===== config.mk =====
export PLATFORM = sky130hd
export DESIGN_NAME = fp_mult_result_packer_flat
export DESIGN_NICKNAME = d
export VERILOG_FILES = /design/src/rtl/fp_mult_result_packer_if.sv /design/src/rtl/fp_mult_result_packer.sv /design/src/flat_wrapper.sv
export SDC_FILE = /design/constraint.sdc
export NUM_CORES = 1
export LEC_CHECK = 0
export CAP_MARGIN = 20
export CORE_MARGIN = 5
export CORE_UTILIZATION = 50
export CTS_CLUSTER_DIAMETER = 120
export DETAILED_ROUTE_END_ITERATION = 16
export DONT_BUFFER_PORTS = 1
export PLACE_DENSITY = 0.68
export SYNTH_ARGS = -nofsm -noshare
export SYNTH_HDL_FRONTEND = slang
export SYNTH_SLANG_ARGS = --single-unit

===== constraint.sdc =====
create_clock -name clk -period 2.2 [get_ports clk]
set_clock_uncertainty 0.05 [all_clocks]
set_input_delay 0.44 -clock clk [delete_from_list [all_inputs] [get_ports clk]]
set_output_delay 0.44 -clock clk [all_outputs]
set_load 0.03 [all_outputs]

===== src/rtl/fp_mult_result_packer_if.sv =====
// Result stream bundle: multiplier beats in, packed beats out.
// Ports: result/flags/valid_in/ready_out (input side),
//        data_out/is_status/last_out/valid_out/ready_in (output side),
//        clear_sticky/sticky_flags (software error flags).
interface fp_mult_result_packer_if;
  logic [31:0] result;
  logic        exception;
  logic        overflow;
  logic        underflow;
  logic        valid_in;
  logic        ready_out;
  logic [31:0] data_out;
  logic        is_status;
  logic        last_out;
  logic        valid_out;
  logic        ready_in;
  logic        clear_sticky;
  logic [2:0]  sticky_flags;

  modport slave (
    input  result,
    input  exception,
    input  overflow,
    input  underflow,
    input  valid_in,
    input  ready_in,
    input  clear_sticky,
    output ready_out,
    output data_out,
    output is_status,
    output last_out,
    output valid_out,
    output sticky_flags
  );

  modport master (
    output result,
    output exception,
    output overflow,
    output underflow,
    output valid_in,
    output ready_in,
    output clear_sticky,
    input  ready_out,
    input  data_out,
    input  is_status,
    input  last_out,
    input  valid_out,
    input  sticky_flags
  );
endinterface


===== src/rtl/fp_mult_result_packer.sv =====
// Packs FP multiplier results into groups of GROUP plus one status beat.
// Ports: clk, reset (async, active-low), bus (slave side of result stream).
module fp_mult_result_packer #(
  parameter int GROUP = 4
) (
  input  logic                    clk,
  input  logic                    reset,
  fp_mult_result_packer_if.slave  bus
);
  localparam int IW = (GROUP > 1) ? $clog2(GROUP) : 1;
  localparam logic [IW-1:0] LAST_IDX = IW'(GROUP - 1);

  typedef struct packed {
    logic [31:0] data;
    logic        exc;
    logic        ovf;
    logic        unf;
  } beat_t;

  typedef enum logic {
    STREAM = 1'b0,
    STATUS = 1'b1
  } state_t;

  beat_t       fifo_q [2];
  beat_t       head;
  beat_t       in_beat;
  logic        wr_ptr_q;
  logic        rd_ptr_q;
  logic [1:0]  occ_q;
  logic [1:0]  occ_d;
  logic        rdy_q;
  logic        push;
  logic        pop;
  logic        empty;

  state_t      state_q;
  state_t      state_d;
  logic        load;
  logic        emit_beat;
  logic        emit_status;
  logic        drop;

  logic [IW-1:0] idx_q;
  logic [7:0]  seq_q;
  logic [7:0]  exc_q;
  logic [7:0]  ovf_q;
  logic [7:0]  unf_q;

  logic [31:0] data_q;
  logic        stat_q;
  logic        last_q;
  logic        vld_q;
  logic [2:0]  sticky_q;

  // ---------------- input skid fifo ----------------
  assign in_beat = '{
    data: bus.result,
    exc:  bus.exception,
    ovf:  bus.overflow,
    unf:  bus.underflow
  };

  assign push  = bus.valid_in && rdy_q;
  assign empty = (occ_q == 2'd0);
  assign head  = fifo_q[rd_ptr_q];

  always_comb begin
    occ_d = occ_q;
    unique case ({push, pop})
      2'b10:   occ_d = occ_q + 2'd1;
      2'b01:   occ_d = occ_q - 2'd1;
      default: occ_d = occ_q;
    endcase
  end

  always_ff @(posedge clk or negedge reset) begin
    if (!reset) begin
      fifo_q[0] <= '0;
      fifo_q[1] <= '0;
      wr_ptr_q  <= 1'b0;
      rd_ptr_q  <= 1'b0;
      occ_q     <= 2'd0;
      rdy_q     <= 1'b0;
    end else begin
      if (push) begin
        fifo_q[wr_ptr_q] <= in_beat;
        wr_ptr_q         <= ~wr_ptr_q;
      end
      if (pop) begin
        rd_ptr_q <= ~rd_ptr_q;
      end
      occ_q <= occ_d;
      // Registered from next occupancy so the pin never
      // advertises space the fifo will not have.
      rdy_q <= (occ_d < 2'd2);
    end
  end

  // ---------------- fsm ----------------
  always_ff @(posedge clk or negedge reset) begin
    if (!reset) begin
      state_q <= STREAM;
    end else begin
      state_q <= state_d;
    end
  end

  always_comb begin
    state_d = state_q;
    unique case (state_q)
      STREAM: begin
        if (emit_beat && (idx_q == LAST_IDX)) begin
          state_d = STATUS;
        end
      end
      STATUS: begin
        if (emit_status) begin
          state_d = STREAM;
        end
      end
      default: state_d = STREAM;
    endcase
  end

  always_comb begin
    load        = !vld_q || bus.ready_in;
    pop         = 1'b0;
    emit_beat   = 1'b0;
    emit_status = 1'b0;
    drop        = 1'b0;
    unique case (state_q)
      STREAM: begin
        if (load) begin
          if (!empty) begin
            pop       = 1'b1;
            emit_beat = 1'b1;
          end else begin
            drop = 1'b1;
          end
        end
      end
      STATUS: begin
        emit_status = load;
      end
      default: begin
        drop = load;
      end
    endcase
  end

  // ---------------- group counters ----------------
  always_ff @(posedge clk or negedge reset) begin
    if (!reset) begin
      idx_q <= '0;
      seq_q <= 8'd0;
      exc_q <= 8'd0;
      ovf_q <= 8'd0;
      unf_q <= 8'd0;
    end else begin
      unique case (1'b1)
        emit_beat: begin
          idx_q <= idx_q + IW'(1);
          exc_q <= exc_q + {7'd0, head.exc};
          ovf_q <= ovf_q + {7'd0, head.ovf};
          unf_q <= unf_q + {7'd0, head.unf};
        end
        emit_status: begin
          idx_q <= '0;
          exc_q <= 8'd0;
          ovf_q <= 8'd0;
          unf_q <= 8'd0;
          seq_q <= seq_q + 8'd1;
        end
        default: ;
      endcase
    end
  end

  // ---------------- output register ----------------
  always_ff @(posedge clk or negedge reset) begin
    if (!reset) begin
      data_q <= 32'd0;
      stat_q <= 1'b0;
      last_q <= 1'b0;
      vld_q  <= 1'b0;
    end else begin
      unique case (1'b1)
        emit_beat: begin
          data_q <= head.data;
          stat_q <= 1'b0;
          last_q <= 1'b0;
          vld_q  <= 1'b1;
        end
        emit_status: begin
          data_q <= {seq_q, exc_q, ovf_q, unf_q};
          stat_q <= 1'b1;
          last_q <= 1'b1;
          vld_q  <= 1'b1;
        end
        drop: begin
          vld_q <= 1'b0;
        end
        default: ;
      endcase
    end
  end

  // ---------------- sticky flags ----------------
  // A flag arriving with the clear request survives it.
  always_ff @(posedge clk or negedge reset) begin
    if (!reset) begin
      sticky_q <= 3'b000;
    end else begin
      sticky_q <= (bus.clear_sticky ? 3'b000 : sticky_q)
                | (push ? {in_beat.exc, in_beat.ovf, in_beat.unf}
                        : 3'b000);
    end
  end

  assign bus.ready_out    = rdy_q;
  assign bus.data_out     = data_q;
  assign bus.is_status    = stat_q;
  assign bus.last_out     = last_q;
  assign bus.valid_out    = vld_q;
  assign bus.sticky_flags = sticky_q;
endmodule


===== src/flat_wrapper.sv =====
// flat-port wrapper written by rule: the top's interface ports become plain ports
module fp_mult_result_packer_flat 
#(
  parameter int GROUP = 4
)
  (clk, reset, bus_result, bus_exception, bus_overflow, bus_underflow, bus_valid_in, bus_ready_in, bus_clear_sticky, bus_ready_out, bus_data_out, bus_is_status, bus_last_out, bus_valid_out, bus_sticky_flags);
  fp_mult_result_packer_if bus_i ();
  input  logic clk;
  input  logic reset;
  input wire logic [$bits(bus_i.result)-1:0] bus_result;
  input wire logic [$bits(bus_i.exception)-1:0] bus_exception;
  input wire logic [$bits(bus_i.overflow)-1:0] bus_overflow;
  input wire logic [$bits(bus_i.underflow)-1:0] bus_underflow;
  input wire logic [$bits(bus_i.valid_in)-1:0] bus_valid_in;
  input wire logic [$bits(bus_i.ready_in)-1:0] bus_ready_in;
  input wire logic [$bits(bus_i.clear_sticky)-1:0] bus_clear_sticky;
  output wire logic [$bits(bus_i.ready_out)-1:0] bus_ready_out;
  output wire logic [$bits(bus_i.data_out)-1:0] bus_data_out;
  output wire logic [$bits(bus_i.is_status)-1:0] bus_is_status;
  output wire logic [$bits(bus_i.last_out)-1:0] bus_last_out;
  output wire logic [$bits(bus_i.valid_out)-1:0] bus_valid_out;
  output wire logic [$bits(bus_i.sticky_flags)-1:0] bus_sticky_flags;
  assign bus_i.result = bus_result;
  assign bus_i.exception = bus_exception;
  assign bus_i.overflow = bus_overflow;
  assign bus_i.underflow = bus_underflow;
  assign bus_i.valid_in = bus_valid_in;
  assign bus_i.ready_in = bus_ready_in;
  assign bus_i.clear_sticky = bus_clear_sticky;
  assign bus_ready_out = bus_i.ready_out;
  assign bus_data_out = bus_i.data_out;
  assign bus_is_status = bus_i.is_status;
  assign bus_last_out = bus_i.last_out;
  assign bus_valid_out = bus_i.valid_out;
  assign bus_sticky_flags = bus_i.sticky_flags;
  fp_mult_result_packer #(.GROUP(GROUP)) u_core (.clk(clk), .reset(reset), .bus(bus_i));
endmodule

==> results.md, run 1 <==
- Multi-input gate area: 2640 sq um
- Final core occ: 58.2%
- Via density: 5.66
- Vias in the first global route: 4384
- First-pass GRT wire length: 22100 um
- Post-Syn Area: 6490 sq um
- Worst r2r src: u_core.bus.valid_out$_DFFE_PN0P_
- # setup viols final: 0
- Placement Rows: 41
- Fillers: 1043
- Reg power frac: 44.5%
- HP Class: input pin to async pin
- Worst Path Max Fanout: 45
- Max Transition Viols Final: 0
- Slew margin rel.: 31.5%
- Synth Area per Inst: 12.1 sq um
- Worst-margin pin slew: 1030 ps
- Number of routed nets with antenna violations: 0
- Initial antenna violation count: 0
- Kind of critical path: register to register
- Drc violations: 0
- Register Area: 3680 sq um
- # resized after CTS: 0
- Top-area cell type share of the netlist area: 56.7%
- RSZ-0062 raised after global routing: no
- Final hold violations: 147
- Internal power: 8.01 mW
- Synth Instances: 535
- Initial drt markers: 266
- Crit path DAT: 2200 ps
- Root Driver: clkbuf_16
- Largest cells by area after synthesis: dfrtp_1 57%, mux2_2 13%, mux2i_1 5.7%
- Synth Register Bits: 147
- Synth warn: 0
- VDD IR max: 0.832 mV
- R2R Path End: u_core.ovf_q[6]$_DFFE_PN0P_
- CORE AREA: 12700 sq um
- HPWL Detailed: 8410 um
- Crit path capture: u_core.ovf_q[6]$_DFFE_PN0P_
- DR pass1 iterations: 4
- Number of distinct library cells after synthesis: 33
- Clock-pin slew on the worst setup and hold paths: 60 ps
- Leading area contributor after synthesis: dfrtp_1
- Via count: 4067
- Share of post-route cells with drive strength above 1: 24.2%
- Critical path capture point type: register
- Flop2flop setup slack: 230 ps
- GPL Wtd Cong: 0.742
- Die H: 124 um
- Port Buffers: 0
- Die area: 15400 sq um
- Global Route Usage Sum: 18.8%
- Hold slack: -325 ps
- Layout Area Growth over Synthesis: 13.6%
- Pleak: 3.26 nW
- Violated checks: hold timing
- Clk Latency, worst-skew pair: 410 ps
- Routed wire length: 13200 um
- Worst Setup SP: u_core.bus.valid_out$_DFFE_PN0P_
- R2R cell count: 5
- Total gr overflow: 0
- Pwr/cell area: 1670 nW/um^2
- Worst endpoint required time: 2430 ps
- TritonCTS clock tree: built
- Sequential share of the synthesized area: 56.7%
- Tmin final: 1970 ps
- Setup TNS: 0 ps
- Status: finished, violations left
- Clock Path Buffers: 2
- Chip width: 124 um
- Initial Util: 51.2%
- Number of max-cap violations: 0
- Period Utilization, post-route: 89.5%
- Total Power: 12.3 mW
- Total CTS buffers: 17
- Antenna Cells: 0
- Clock power share: 26.4%
- Sink Count: 147
- Layout Nets: 583
- H-tree depth: 4
- CP startpoint kind: register
- Largest net degree at the start of global routing: 148
- Net Count, Synth: 584
- Ports: 79
- Comb pwr share: 29.1%
- Sw Pwr: 4.31 mW
- DR WL/cell: 18.3 um
- Max Clock Freq: 0.508 GHz
- Switching share of power: 35.0%
[registers in the layout (all words and copies together) (netlist names), 2 cells and up, named ones only]
name and cells:
u_core.exc_q 8, u_core.bus.sticky_flags 3, u_core.fifo_q 70, u_core.unf_q 8, u_core.bus.data_out 32, u_core.ovf_q 8
u_core.idx_q 2, u_core.seq_q 8
[worst min path at each step]
stage | cells after the start | end | slack (ps) | start
after floorplan | 0 | async pin | 90 | reset
after global placement | 0 | u_core.fifo_q[21]$_DFFE_PN0P_ | 100 | reset
after detailed placement | 0 | u_core.fifo_q[56]$_DFFE_PN0P_ | 100 | reset
after CTS | 0 | u_core.fifo_q[56]$_DFFE_PN0P_ | -350 | reset
after global routing | 0 | u_core.fifo_q[55]$_DFFE_PN0P_ | -350 | reset
final | 0 | u_core.fifo_q[55]$_DFFE_PN0P_ | -330 | reset
[layout by cell type, fill, tap and decap left out, drive strengths merged, types with 2 or more instances in the layout]
cell	synthesis	layout
nand2b	3	3
o311ai	2	2
nand3	48	48
xnor2	20	20
xor2	2	2
nor3	4	4
o21ai	5	5
o41ai	2	2
mux2i	37	37
nand4b	3	3
mux2	73	73
nand2	68	68
inv	5	5
and3	3	3
nor2b	2	2
nor4	7	7
dfrtp	147	147
nor2	14	14
bufinv	0	6
ha	9	9
clkbuf	15	21
o211ai	32	32
nand4	8	8
clkinv	0	3
buf	21	16
[stage by stage]
| step | cell area [sq um] | hold WS [ps] | instances | setup slack [ps] |
|---|---|---|---|---|
| after global placement | 6700 | 101 | 687 | 252 |
| after global routing | 7370 | -347 | 718 | 125 |
| after detailed placement | 6700 | 101 | 687 | 214 |
| after floorplan | 6490 | 94.4 | 535 | 12.3 |
| after CTS | 7370 | -346 | 718 | 227 |
| final | 7370 | -325 | 718 | 231 |
[final cells by class]
cell class / count / share of cell area [%]
repair buffers: 16 / 1.97
clock inverters: 10 / 2.75
inverters: 5 / 0.255
flip-flops and latches: 147 / 49.9
well taps: 172 / 2.92
clock buffers: 21 / 6.38
multi-input cells: 347 / 35.8
[synth_stat cells, drive strengths merged]
library cell    n
nor3            4
o311ai          2
nor2b           2
ha              9
nand3          48
clkbuf         15
nand4           8
or3             1
nor4            7
o211ai         32
a22o            1
nand2b          3
inv             5
buf            21
xor2            2
nand4b          3
and3            3
a21oi           1
nor3b           1
o41ai           2
dfrtp         147
xnor2          20
mux2           73
mux2i          37
or2             1
nand2          68
o21ai           5
nor2           14
[power groups by stage]
stage                     logic, mW  registers [mW]  clock network, mW
final                          3.59            5.49               3.25
after global routing           4.00            5.66               3.44
after CTS                      3.65            5.50               3.33
after detailed placement       3.63            5.53                  0
after global placement         3.50            5.47                  0
after floorplan                2.96            5.25                  0
[cell families (layout without fill, tap and decap cells)]
kind of cell    Yosys count  in the layout  share of synthesized area (%)
mux                     110            110                           18.4
compound gates           43             43                           5.61
simple gates            163            163                           11.7
buf+inv                  41             52                           2.87
flops                   147            147                           56.7
xor+xnor                 22             22                           2.97
fa+ha+maj                 9              9                           1.74
[worst max-delay path, stage by stage (launching register included)]
cell and delay [ps]:
dfrtp_2 400, nor2b_1 150, or3_2 450, buf_4 300, o311ai_4 340, o41ai_2 110
[routing by layer]
metal,up-vias,GRT usage [%],share of wire (%)
met2,77,29.7,48
met3,18,6.86,7.3
met1,2080,23.7,43
met5,-,0,0
li1,1892,-,-
met4,0,7.60,1.5
[repair_timing]
action | 4_1_cts | 5_1_grt
endpoints found under the setup margin | 0 | 0
buffers inserted | 0 | 0
endpoints found under the hold margin | 147 | 147
No activity file was read; power rests on OpenSTA's default activity.
==> run 2: changes to the inputs <==
--- a/config.mk
+++ b/config.mk
@@ -6,12 +6,15 @@
 export NUM_CORES = 1
 export LEC_CHECK = 0
 export CAP_MARGIN = 20
+export CELL_PAD_IN_SITES_DETAIL_PLACEMENT = 1
+export CELL_PAD_IN_SITES_GLOBAL_PLACEMENT = 1
 export CORE_MARGIN = 5
-export CORE_UTILIZATION = 50
+export CORE_UTILIZATION = 46
 export CTS_CLUSTER_DIAMETER = 120
 export DETAILED_ROUTE_END_ITERATION = 16
 export DONT_BUFFER_PORTS = 1
-export PLACE_DENSITY = 0.68
+export PLACE_DENSITY_LB_ADDON = 0.1
 export SYNTH_ARGS = -nofsm -noshare
 export SYNTH_HDL_FRONTEND = slang
 export SYNTH_SLANG_ARGS = --single-unit
+export TNS_END_PERCENT = 20
==> results.md, run 2 (same netlist as run 1, synthesis figures left out) <==
- Kind of critical path: register to register
- Routed wire length: 14100 um (+7.1%)
- Crit path DAT: 2210 ps (about the same)
- HP Class: input pin to async pin
- Status: finished, violations left
- H-tree depth: 4 (unchanged)
- Max reg flops: 70 (unchanged)
- Final hold violations: 147 (unchanged)
- Die H: 129 um (+3.9%)
- Initial antenna violation count: 0 (unchanged)
- Critical path capture point type: register
- VDD IR max: 0.608 mV (-27%)
- Cell Chain, Critical Path: nor2_2 -> or3_2 -> buf_4 -> o311ai_4 -> o41ai_2
- Tmin final: 1970 ps (+3.59 ps)
- First-pass GRT wire length: 23500 um (+6.5%)
- Root Driver: clkbuf_16
- # setup viols final: 0 (unchanged)
- Clk Latency, worst-skew pair: 420 ps (about the same)
- Via count: 4092 (+0.61%)
- Placement Rows: 43 (+4.9%)
- DR pass1 iterations: 4 (unchanged)
- Initial Util: 46.7% (-4.5 points)
- Total CTS buffers: 17 (unchanged)
- Number of max-cap violations: 0 (unchanged)
- GPL Wtd Cong: 0.749 (+1.0%)
- Share of post-route cells with drive strength above 1: 23.5% (-0.65 points)
- Via density: 5.65 (-0.22%)
- Worst-margin pin slew: 963 ps (-64.1 ps)
- Worst endpoint required time: 2430 ps (about the same)
- Max Transition Viols Final: 0 (unchanged)
- Violated checks: hold timing
- Worst Path Max Fanout: 46 (+2.2%)
- CORE AREA: 13900 sq um (+9.5%)
- Period Utilization, post-route: 89.7% (+0.16 points)
- RSZ-0062 raised after global routing: no
- Port Buffers: 0 (unchanged)
- HPWL Detailed: 9280 um (+10%)
- CP startpoint kind: register
- Hold slack: -332 ps (-7.15 ps)
- Initial drt markers: 140 (-47%)
- Total gr overflow: 0 (unchanged)
- Clock-pin slew on the worst setup and hold paths: 60 ps (about the same)
- Post-CTS Setup Bufs: 0 (unchanged)
- Vias in the first global route: 4449 (+1.5%)
- Layout Area Growth over Synthesis: 12.5%
- Global Route Usage Sum: 18.2% (-0.65 points)
- Die area: 16600 sq um (+8.0%)
- Chip width: 129 um (+3.9%)
- CP max stage delay: 490 ps (+40 ps)
- DR WL/cell: 19.5 um (+6.2%)
- Number of routed nets with antenna violations: 0 (unchanged)
- TritonCTS clock tree: built
- Sink Count: 147 (unchanged)
- Largest net degree at the start of global routing: 148 (unchanged)
- Biggest register: u_core.fifo_q
- Cell at the slowest stage of the critical path: or3_2
- Layout Nets: 583 (unchanged)
- Max Clock Freq: 0.507 GHz (-0.18%)
- Drc violations: 0 (unchanged)
- Ports: 79 (unchanged)
- Antenna Cells: 0 (unchanged)
- Commonest non-fill, non-tap cell in the layout: dfrtp_1
- Clock Path Buffers: 2 (unchanged)
- Pwr/cell area: 1650 nW/um^2 (-1.3%)
- Pleak: 3.23 nW (-1.2%)
- Commonest non-fill, non-tap cells in the layout: 145 x dfrtp_1, 73 x mux2_2, 68 x nand2_1
- # resized after CTS: 0 (unchanged)
- Slew margin rel.: 35.8% (+4.3 points)
- Total Power: 12.0 mW (-2.3%)
- Setup TNS: 0 ps (unchanged)
==> run 2: worst max-delay path: cells and delay by family (launching register included) <==
kind	cells	cell delay, ps
simple gates	2	560
compound gates	2	450
flops	1	440
buf+inv	1	320
==> run 2: routing by layer <==
| metal | GRT usage, % | share of wire, % | vias to the layer above |
|---|---|---|---|
| met3 | 5.52 | 5.5 | 17 |
| met4 | 6.30 | 1.5 | 0 |
| met5 | 0 | 0 | - |
| li1 | - | - | 1890 |
| met2 | 30.5 | 51 | 69 |
| met1 | 22.4 | 42 | 2116 |
==> run 2: where the power goes <==
group | internal (mW) | leakage, nW | switching, mW
Sequential | 3.98 | 1.81 | 1.50
Combinational | 1.82 | 1.12 | 1.82
Clock | 1.88 | 0.292 | 1.04
Total | 7.69 | 3.23 | 4.36
==> run 2: cell type report <==
| type | instances | area (sq um) |
|---|---|---|
| clock buffers | 24 | 492 |
| clock inverters | 5 | 100 |
| fillers | 1438 | 6580 |
| inverters | 5 | 18.8 |
| multi-input cells | 347 | 2640 |
| flip-flops and latches | 147 | 3680 |
| well taps | 180 | 225 |
| repair buffers | 16 | 145 |
==> run 2: final timing paths <==
check,slack (ps),cells after the start,start,end
setup / recovery,230,5,u_core.occ_q[0]$_DFFE_PN0N_,u_core.exc_q[7]$_DFFE_PN0P_
hold / removal,-330,0,reset,u_core.bus.data_out[0]$_DFFE_PN0P_
setup reg to reg,230,5,u_core.occ_q[0]$_DFFE_PN0N_,u_core.exc_q[7]$_DFFE_PN0P_
hold reg to reg,430,1,u_core.seq_q[7]$_DFFE_PN0P_,u_core.seq_q[7]$_DFFE_PN0P_
max in group asynchronous,2230,0,reset,u_core.rd_ptr_q$_DFFE_PN0P_
min in group clk,90,1,bus_clear_sticky,u_core.bus.sticky_flags[0]$_DFF_PN0_
==> run 2: metrics by stage <==
stage	hold WS (ps)	instances	setup WS [ps]	utilization [%]	cell area (sq um)
after global routing	-356	724	153	52.6	7300
final	-332	724	227	52.6	7300
after CTS	-356	724	220	52.6	7300
after global placement	100	695	273	48.3	6710
after floorplan	94.4	535	12.3	-	6490
after detailed placement	100	695	241	48.3	6710
==> run 3: changes to the inputs <==
--- a/config.mk
+++ b/config.mk
@@ -10,7 +10,8 @@
 export CELL_PAD_IN_SITES_GLOBAL_PLACEMENT = 1
 export CORE_MARGIN = 5
 export CORE_UTILIZATION = 46
-export CTS_CLUSTER_DIAMETER = 120
+export CTS_CLUSTER_DIAMETER = 50
+export CTS_CLUSTER_SIZE = 8
 export DETAILED_ROUTE_END_ITERATION = 16
 export DONT_BUFFER_PORTS = 1
 export PLACE_DENSITY_LB_ADDON = 0.1
==> results of run 3 <==
Same layout as run 2: the final DEF is identical, and so are final timing and power.
